## src/rtl/sweep_pkg.sv

```systemverilog
// Shared types and constants for the vector sweep engine: FSM states, signature
// polynomial and legal parameter ranges.
package sweep_pkg;

  typedef enum logic [1:0] {
    StIdle,
    StSettle,
    StEmit,
    StDone
  } sweep_state_e;

  // Feedback taps for the 16-bit signature; narrower signatures use the low bits.
  localparam logic [15:0] SWEEP_POLY = 16'h100B;

  localparam int unsigned InWMin     = 1;
  localparam int unsigned InWMax     = 16;
  localparam int unsigned SettleMin  = 1;
  localparam int unsigned SettleMax  = 255;
  localparam int unsigned SettleCntW = 8;

endpackage

```

## src/rtl/sweep_misr.sv

```systemverilog
// Signature register: shift-and-fold LFSR that absorbs one response word per enable.
module sweep_misr
  import sweep_pkg::*;
#(
  parameter int unsigned SIG_W = 16,
  parameter int unsigned OUT_W = 1
) (
  input  logic             clk_i,
  input  logic             rst_ni,
  input  logic             clear,
  input  logic             enable,
  input  logic [OUT_W-1:0] data,
  output logic [SIG_W-1:0] sig_o
);

  localparam logic [SIG_W-1:0] Poly = SIG_W'(SWEEP_POLY);

  logic [SIG_W-1:0] sig_q, sig_d;

  always_comb begin
    sig_d = sig_q;
    if (clear) begin
      sig_d = '0;
    end else if (enable) begin
      sig_d = (sig_q << 1) ^ (sig_q[SIG_W-1] ? Poly : '0) ^ SIG_W'(data);
    end
  end

  always_ff @(posedge clk_i) begin
    if (!rst_ni) begin
      sig_q <= '0;
    end else begin
      sig_q <= sig_d;
    end
  end

  assign sig_o = sig_q;

endmodule

```

## src/rtl/vector_sweep_engine.sv

```systemverilog
// Walks stimulus vectors from first to last (wrapping), lets each settle, samples the
// DUT response and hands out one record per vector over a valid/ready handshake.
module vector_sweep_engine
  import sweep_pkg::*;
#(
  parameter int unsigned IN_W   = 5,
  parameter int unsigned OUT_W  = 1,
  parameter int unsigned SETTLE = 1,
  parameter int unsigned SIG_W  = 16
) (
  input  logic             CK,
  input  logic             reset,
  input  logic             start,
  input  logic             abort,
  input  logic [IN_W-1:0]  first_vec,
  input  logic [IN_W-1:0]  last_vec,
  output logic [IN_W-1:0]  dut_in,
  input  logic [OUT_W-1:0] dut_out,
  output logic             rec_valid,
  input  logic             rec_ready,
  output logic [IN_W-1:0]  rec_vec,
  output logic [OUT_W-1:0] rec_resp,
  output logic             busy,
  output logic             done,
  output logic [IN_W:0]    rec_count,
  output logic [SIG_W-1:0] signature
);

  localparam int unsigned CntW = IN_W + 1;
  localparam logic [SettleCntW-1:0] SettleLoad = SettleCntW'(SETTLE);

  if (IN_W < InWMin || IN_W > InWMax) begin : g_bad_in_w
    $error("vector_sweep_engine: IN_W out of range");
  end
  if (SETTLE < SettleMin || SETTLE > SettleMax) begin : g_bad_settle
    $error("vector_sweep_engine: SETTLE out of range");
  end
  if (OUT_W < 1 || OUT_W > SIG_W) begin : g_bad_out_w
    $error("vector_sweep_engine: OUT_W out of range");
  end

  sweep_state_e           state_q, state_d;
  logic [IN_W-1:0]        last_q, last_d;
  logic [IN_W-1:0]        dut_in_q, dut_in_d;
  logic [IN_W-1:0]        rec_vec_q, rec_vec_d;
  logic [OUT_W-1:0]       rec_resp_q, rec_resp_d;
  logic                   rec_valid_q, rec_valid_d;
  logic [CntW-1:0]        rec_count_q, rec_count_d;
  logic [SettleCntW-1:0]  settle_q, settle_d;
  logic                   sig_clear;
  logic                   sig_enable;
  logic                   handshake;

  assign handshake = rec_valid_q && rec_ready;

  always_comb begin
    state_d     = state_q;
    last_d      = last_q;
    dut_in_d    = dut_in_q;
    rec_vec_d   = rec_vec_q;
    rec_resp_d  = rec_resp_q;
    rec_valid_d = rec_valid_q;
    rec_count_d = rec_count_q;
    settle_d    = settle_q;
    sig_clear   = 1'b0;
    sig_enable  = 1'b0;

    case (state_q)
      StIdle, StDone: begin
        // A start that coincides with abort is treated as noise and dropped.
        if (start && !abort) begin
          last_d      = last_vec;
          dut_in_d    = first_vec;
          rec_count_d = '0;
          sig_clear   = 1'b1;
          settle_d    = SettleLoad;
          rec_valid_d = 1'b0;
          state_d     = StSettle;
        end
      end
      StSettle: begin
        if (abort) begin
          state_d = StIdle;
        end else if (settle_q <= SettleCntW'(1)) begin
          rec_resp_d  = dut_out;
          rec_vec_d   = dut_in_q;
          rec_valid_d = 1'b1;
          state_d     = StEmit;
        end else begin
          settle_d = settle_q - SettleCntW'(1);
        end
      end
      StEmit: begin
        // Abort wins over a handshake in the same cycle: the record is discarded.
        if (abort) begin
          rec_valid_d = 1'b0;
          state_d     = StIdle;
        end else if (handshake) begin
          rec_count_d = rec_count_q + CntW'(1);
          sig_enable  = 1'b1;
          rec_valid_d = 1'b0;
          if (rec_vec_q == last_q) begin
            state_d = StDone;
          end else begin
            dut_in_d = dut_in_q + IN_W'(1);
            settle_d = SettleLoad;
            state_d  = StSettle;
          end
        end
      end
      default: state_d = StIdle;
    endcase
  end

  always_ff @(posedge CK) begin
    if (!reset) begin
      state_q     <= StIdle;
      last_q      <= '0;
      dut_in_q    <= '0;
      rec_vec_q   <= '0;
      rec_resp_q  <= '0;
      rec_valid_q <= 1'b0;
      rec_count_q <= '0;
      settle_q    <= '0;
    end else begin
      state_q     <= state_d;
      last_q      <= last_d;
      dut_in_q    <= dut_in_d;
      rec_vec_q   <= rec_vec_d;
      rec_resp_q  <= rec_resp_d;
      rec_valid_q <= rec_valid_d;
      rec_count_q <= rec_count_d;
      settle_q    <= settle_d;
    end
  end

  sweep_misr #(
    .SIG_W (SIG_W),
    .OUT_W (OUT_W)
  ) u_misr (
    .clk_i  (CK),
    .rst_ni (reset),
    .clear  (sig_clear),
    .enable (sig_enable),
    .data   (rec_resp_q),
    .sig_o  (signature)
  );

  assign dut_in    = dut_in_q;
  assign rec_valid = rec_valid_q;
  assign rec_vec   = rec_vec_q;
  assign rec_resp  = rec_resp_q;
  assign rec_count = rec_count_q;
  assign busy      = (state_q == StSettle) || (state_q == StEmit);
  assign done      = (state_q == StDone);

endmodule

```

## config.mk

```make
export PLATFORM = sky130hd
export DESIGN_NAME = vector_sweep_engine
export DESIGN_NICKNAME = d
export VERILOG_FILES = /design/src/rtl/sweep_pkg.sv /design/src/rtl/sweep_misr.sv /design/src/rtl/vector_sweep_engine.sv
export SDC_FILE = /design/constraint.sdc
export NUM_CORES = 1
export LEC_CHECK = 0
export ABC_CLOCK_PERIOD_IN_PS = 2150
export CORE_MARGIN = 1.5
export CORE_UTILIZATION = 50
export CTS_CLUSTER_SIZE = 8
export DETAILED_ROUTE_END_ITERATION = 7
export PLACE_DENSITY = 0.88
export SKIP_CTS_REPAIR_TIMING = 1
export SLEW_MARGIN = 10
export SYNTH_ARGS = -nofsm -noshare
export SYNTH_HDL_FRONTEND = slang
export SYNTH_SLANG_ARGS = --single-unit
```

## constraint.sdc

```tcl
create_clock -name CK -period 2.15 [get_ports CK]
set_input_delay 0.215 -clock CK [delete_from_list [all_inputs] [get_ports CK]]
set_output_delay 0.215 -clock CK [all_outputs]
set_load 0.005 [all_outputs]
```

==> results of run 1 <==
## registers in the layout (all words and copies together), names as in the netlist
name,cells
dut_in,5
last_q,5
rec_count,6
rec_resp,1
rec_valid,1
rec_vec,5
settle_q,8
state_q,2
u_misr.sig_o,16
## per-layer routing
layer | vias up | global-route usage | wire [um]
met4 | 0 | 0.0881 | 108
met5 | - | 0 | 0
met3 | 12 | 0.0347 | 263
met1 | 1057 | 0.276 | 2470
li1 | 1092 | - | -
met2 | 59 | 0.380 | 2800
## power groups by stage
stage	clock network [uW]	logic, uW	registers, uW
after floorplan	0	269	989
after global placement	0	402	995
after detailed placement	0	414	996
after CTS	701	417	975
after global routing	743	458	980
final	692	424	976
## cell families after synthesis
logic type / synth area share
and+or+nand+nor: 0.241
DFF: 0.412
AOI/OAI and AO/OA: 0.166
xor gates and xnor gates: 0.0478
muxes: 0.0509
buffers and inverters: 0.0452
adders and majority gates: 0.0368
## cell usage after synthesis, types with 2 or more instances
library cell | count | area, um^2
sky130_fd_sc_hd__nand3_1 | 13 | 65.1
sky130_fd_sc_hd__a21oi_1 | 26 | 130
sky130_fd_sc_hd__clkbuf_1 | 10 | 37.5
sky130_fd_sc_hd__xor2_1 | 3 | 26.3
sky130_fd_sc_hd__nor3_2 | 2 | 20.0
sky130_fd_sc_hd__or4_1 | 4 | 30.0
sky130_fd_sc_hd__o22ai_1 | 5 | 31.3
sky130_fd_sc_hd__nand2b_1 | 5 | 31.3
sky130_fd_sc_hd__dfxtp_1 | 49 | 981
sky130_fd_sc_hd__o32ai_1 | 2 | 17.5
sky130_fd_sc_hd__a211oi_1 | 4 | 30.0
sky130_fd_sc_hd__o21ai_1 | 2 | 10.0
sky130_fd_sc_hd__buf_2 | 2 | 10.0
sky130_fd_sc_hd__a21o_1 | 2 | 15.0
sky130_fd_sc_hd__nor2_1 | 30 | 113
sky130_fd_sc_hd__xnor2_1 | 10 | 87.6
sky130_fd_sc_hd__a31oi_1 | 5 | 31.3
sky130_fd_sc_hd__ha_1 | 7 | 87.6
sky130_fd_sc_hd__o21bai_1 | 2 | 15.0
sky130_fd_sc_hd__o21ai_0 | 5 | 25.0
sky130_fd_sc_hd__nand4_1 | 2 | 12.5
sky130_fd_sc_hd__o211ai_1 | 2 | 15.0
sky130_fd_sc_hd__inv_1 | 11 | 41.3
sky130_fd_sc_hd__nand2_1 | 46 | 173
sky130_fd_sc_hd__mux2i_1 | 11 | 110
## critical path: stages, from the launching register on
cell and delay (ns):
sky130_fd_sc_hd__dfxtp_1 0.38, sky130_fd_sc_hd__inv_1 0.08, sky130_fd_sc_hd__ha_1 0.20, sky130_fd_sc_hd__or2_1 0.25
sky130_fd_sc_hd__a31oi_2 0.30, sky130_fd_sc_hd__nand2_2 0.13, sky130_fd_sc_hd__or4_1 0.49, sky130_fd_sc_hd__a31oi_1 0.16
## area by class of cell
cell class	count	area, um^2
fillers	360	1360
multi-input cells	210	1300
flip-flops and latches	49	981
repair buffers	63	601
clock buffers	5	68.8
well taps	52	65.1
clock inverters	3	50.0
inverters	12	45.0
## worst paths after layout
check,from,to,slack (ns),cells after the start
setup / recovery,settle_q[0],settle_q[3],0.10,7
hold / removal,last_vec[0],last_q[0],0.45,3
setup reg to reg,settle_q[0],settle_q[3],0.10,7
hold reg to reg,u_misr.sig_o[6],u_misr.sig_o[7],0.47,2
## through the flow
step                      cells  hold WS (ns)  setup TNS (ns)
after floorplan             285         0.316               0
after global placement      386         0.451               0
after detailed placement    386         0.465               0
after CTS                   394         0.452               0
after global routing        394         0.464        -0.00878
final                       394         0.455               0
==> results.sh, run 1 <==
export IMPL_outcome="completed"
export IMPL_detail_route_antenna_nets=0
export IMPL_dr_total_vias=2220
export IMPL_count_of_tritonroute_iterations_in_the_first_routing_pass=4
export IMPL_port_buffers=51
export IMPL_clk_pin_slew_worst_paths_ns=0.10
export IMPL_first_iter_violations=133
export IMPL_timing_worst_setup_path_type="flip-flop to flip-flop"
export IMPL_share_clk_of_total_power=0.331
export IMPL_global_route_usage_total=0.220
export IMPL_worstSetupStartpointType="flip-flop"
export IMPL_drv_slew=0
export IMPL_static_leakage_power_uw=0.00109
export IMPL_ys_seq_elements=49
export IMPL_grt_pass1_vias=2033
export IMPL_critical_path_required_ns=2.40
export IMPL_pwr_density_cell_nw_per_um2=672
export IMPL_dpl_cell_area_um2=2990
export IMPL_timing_final_ws_setup_ns=0.101
export IMPL_sequential_cell_area_fraction_in_the_yosys_report=0.412
export IMPL_crit_path_end_kind="flip-flop"
export IMPL_cts_root_buf="sky130_fd_sc_hd__clkbuf_8"
export IMPL_critical_path_max_fanout=4
export IMPL_grt_pass1_wl_mm=9.13
export IMPL_tritoncts="done"
export IMPL_antenna_cells_inserted=0
export IMPL_standard_cell_core_area_um2=4470
export IMPL_power_switching_share=0.289
export IMPL_seqPwrFrac=0.466
export IMPL_vias_per_cell=5.63
export IMPL_maximum_number_of_pins_on_one_net_before_global_route_repair=23
export IMPL_wl_per_instance_um=14.3
export IMPL_hold_viol_final=0
export IMPL_hold_path_class="primary input to flip-flop"
export IMPL_post_route_min_period_ns=2.05
export IMPL_postSynth_topFlopCell="sky130_fd_sc_hd__dfxtp_1"
export IMPL_number_of_antenna_violations_at_the_first_check_in_global_routing=0
export IMPL_number_of_synthesized_flops_with_an_enable_pin=0
export IMPL_cts_bufs_inserted=5
export IMPL_maxSlewHeadroom=0.610
export IMPL_finalClockSkew_ns=0.00428
export IMPL_ios=52
export IMPL_total_half_perimeter_wirelength_after_legalization_and_detailed_placement_mm=4.00
export IMPL_syn_instance_count=285
export IMPL_cellInternalPower_uw=1490
export IMPL_final_period_utilization=0.953
export IMPL_syn_avg_cell_area_um2=8.36
export IMPL_routability_driven_placement_congestion_ratio=0.834
export IMPL_vdd_ir_drop_worst_mv=0.552
export IMPL_max_cap_violations=0
export IMPL_timing_critical_path_arrival_ns=2.30
export IMPL_final_core_utilization=0.695
export IMPL_rows=24
export IMPL_most_common_cell_after_layout_fill_and_taps_aside="sky130_fd_sc_hd__clkdlybuf4s50_1"
export IMPL_initial_utilization=0.532
export IMPL_pre_cts_ws_ns=0.0708
export IMPL_remaining_global_route_overflow=0
export IMPL_h_tree_depth=2
export IMPL_synth_area_um2=2380
export IMPL_part_of_the_total_power_dissipated_in_combinational_logic=0.203
export IMPL_layout_area_overhead_vs_synth_pct=30.6
export IMPL_drc=0
export IMPL_synth_warnings=0
export IMPL_detail_route_wirelength_mm=5.65
export IMPL_postSynth_asyncResetShare=0
export IMPL_p_switching_uw=605
export IMPL_final_design_area_no_fill_um2=3110
export IMPL_clkSinkCount=49
export IMPL_actual_slew_at_the_worst_max_slew_pin_ns=0.582
export IMPL_dieHeight_um=72.0
export IMPL_final_number_of_setup_violating_endpoints=0
export IMPL_clkLatencyLatePin_ns=0.31
export IMPL_die_width_um=72.0
export IMPL_floorplan_die_area_um2=5190
export IMPL_clk_path_buf_depth=2
export IMPL_synthesis_nets=308
export IMPL_final_cell_mix="sky130_fd_sc_hd__clkdlybuf4s50_1, sky130_fd_sc_hd__dfxtp_1, sky130_fd_sc_hd__nand2_1"
export IMPL_total_power_uw=2090
export IMPL_layout_nets=364
export IMPL_maxClockFrequency_ghz=0.488
export IMPL_layout_drive_gt1_share=0.0965
export IMPL_netlist_cell_type_count=50
Power figures use the tool's default switching activity.
==> inputs of run 2 (changes only) <==
- CORE_UTILIZATION: 50 -> 62
- CTS_CLUSTER_SIZE: 8 -> 10
- DONT_BUFFER_PORTS: unset -> 1
- PLACE_DENSITY: 0.88 -> 0.87
==> results.sh, run 2 (synthesis gave the netlist of run 1 again) <==
export IMPL_outcome="completed"
export IMPL_most_common_cell_after_layout_fill_and_taps_aside="sky130_fd_sc_hd__dfxtp_1"
export IMPL_clk_pin_slew_worst_paths_ns=0.10
export IMPL_timing_critical_path_buf_inv=1
export IMPL_h_tree_depth=2
export IMPL_tritoncts="done"
export IMPL_cell_count_along_the_critical_path=7
export IMPL_worstSetupStartpointType="flip-flop"
export IMPL_hold_viol_final=0
export IMPL_min_from="last_vec[0]"
export IMPL_vdd_ir_drop_worst_mv=0.541
export IMPL_dr_total_vias=2006
export IMPL_initial_utilization=0.646
export IMPL_crit_path_end_kind="flip-flop"
export IMPL_grt_pass1_wl_mm=8.52
export IMPL_critical_path_cell_chain="inv_1, ha_1, or2_1, a31oi_2, nand2_2, or4_1, a31oi_1"
export IMPL_vias_per_cell=5.93
export IMPL_detail_route_antenna_nets=0
export IMPL_count_of_tritonroute_iterations_in_the_first_routing_pass=4
export IMPL_layout_nets=312
export IMPL_grt_pass1_vias=1904
export IMPL_grt_setup_unrepaired="no"
export IMPL_ios=52
export IMPL_setup_slack_of_the_most_critical_reg_to_reg_path_ns=0.11
export IMPL_remaining_global_route_overflow=0
export IMPL_post_route_min_period_ns=2.04
export IMPL_clk_path_buf_depth=2
export IMPL_final_period_utilization=0.950
export IMPL_floorplan_die_area_um2=4220
export IMPL_first_iter_violations=165
export IMPL_final_number_of_setup_violating_endpoints=0
export IMPL_finalClockSkew_ns=0.0126
export IMPL_pwr_density_cell_nw_per_um2=736
export IMPL_wl_per_instance_um=15.4
export IMPL_maxClockFrequency_ghz=0.490
export IMPL_rows=22
export IMPL_r2r_end="settle_q[3]"
export IMPL_detail_route_wirelength_mm=5.19
export IMPL_min_to="last_q[0]"
export IMPL_standard_cell_core_area_um2=3690
export IMPL_dieHeight_um=65.0
export IMPL_clkSinkCount=49
export IMPL_die_width_um=65.0
export IMPL_final_instance_count_excl_fill=338
export IMPL_actual_slew_at_the_worst_max_slew_pin_ns=0.593
export IMPL_number_of_antenna_violations_at_the_first_check_in_global_routing=0
export IMPL_timing_critical_path_arrival_ns=2.26
export IMPL_maxSlewHeadroom=0.602
export IMPL_clkLatencyLatePin_ns=0.31
export IMPL_timing_critical_path_max_delay_family="simple AND/OR/NAND/NOR gates"
export IMPL_total_half_perimeter_wirelength_after_legalization_and_detailed_placement_mm=3.77
export IMPL_regToRegStartpoint="settle_q[0]"
export IMPL_placed_cells_incl_taps=329
export IMPL_antenna_cells_inserted=0
export IMPL_critPathLaunch="settle_q[0]"
export IMPL_drv_slew=0
export IMPL_reg2regPathDepth=7
export IMPL_hold_path_class="primary input to flip-flop"
export IMPL_critical_path_required_ns=2.37
export IMPL_cp_slowest_stage_delay_ns=0.47
export IMPL_drc=0
export IMPL_final_cell_mix="sky130_fd_sc_hd__dfxtp_1, sky130_fd_sc_hd__nand2_1, sky130_fd_sc_hd__nor2_1"
export IMPL_layout_area_overhead_vs_synth_pct=7.67
export IMPL_fin_setup_tns_ns=0
export IMPL_max_cap_violations=0
export IMPL_critical_path_max_fanout=4
export IMPL_cts_root_buf="sky130_fd_sc_hd__clkbuf_8"
export IMPL_layout_drive_gt1_share=0.107
export IMPL_timing_worst_setup_path_type="flip-flop to flip-flop"
export IMPL_static_leakage_power_uw=0.000891
export IMPL_global_route_usage_total=0.258
export IMPL_routability_driven_placement_congestion_ratio=0.780
export IMPL_largest_register_ff_count=16
export IMPL_port_buffers=0
export IMPL_hold_path_depth=2
export IMPL_maximum_number_of_pins_on_one_net_before_global_route_repair=23
export IMPL_worst_path_max_delay_cell="sky130_fd_sc_hd__or4_1"
export IMPL_cts_bufs_inserted=5
## run 2: area by class of cell
| class | instances | area [um^2] |
|---|---|---|
| Tap cell | 48 | 60.1 |
| Clock buffer | 5 | 68.8 |
| Timing Repair Buffer | 11 | 85.1 |
| Clock inverter | 3 | 25.0 |
| Sequential cell | 49 | 981 |
| Multi-Input combinational cell | 210 | 1300 |
| Inverter | 12 | 45.0 |
| Fill cell | 298 | 1120 |
## run 2: metrics by stage
step,setup WS [ns],total power [uW],hold WS [ns],utilization,instance area [um^2]
after detailed placement,0.0918,1340,0.330,0.666,2450
after CTS,0.0260,1890,0.00431,0.691,2550
final,0.107,1890,0.0425,0.695,2560
after floorplan,0.258,1260,0.316,-,2380
after global routing,0.00428,2000,0.0340,0.695,2560
after global placement,0.179,1330,0.321,0.666,2450
## run 2: layer usage
metal / up-vias / share of wire / GRT usage
met3: 8 / 0.089 / 0.101
met4: 0 / 0.013 / 0.0904
met2: 80 / 0.48 / 0.418
li1: 995 / - / -
met5: - / 0 / 0
met1: 923 / 0.42 / 0.310
## run 2: where the power goes
group / internal, uW / switching [uW]
Sequential: 939 / 40.2
Clock: 235 / 315
Combinational: 142 / 217
## run 2: how the worst max path moves through the flow
stage,slack (ns),to
floorplan,0.26,settle_q[3]
global placement,0.18,settle_q[5]
detailed placement,0.09,settle_q[3]
CTS,0.03,settle_q[3]
global route,0.004,settle_q[3]
finish,0.11,settle_q[3]
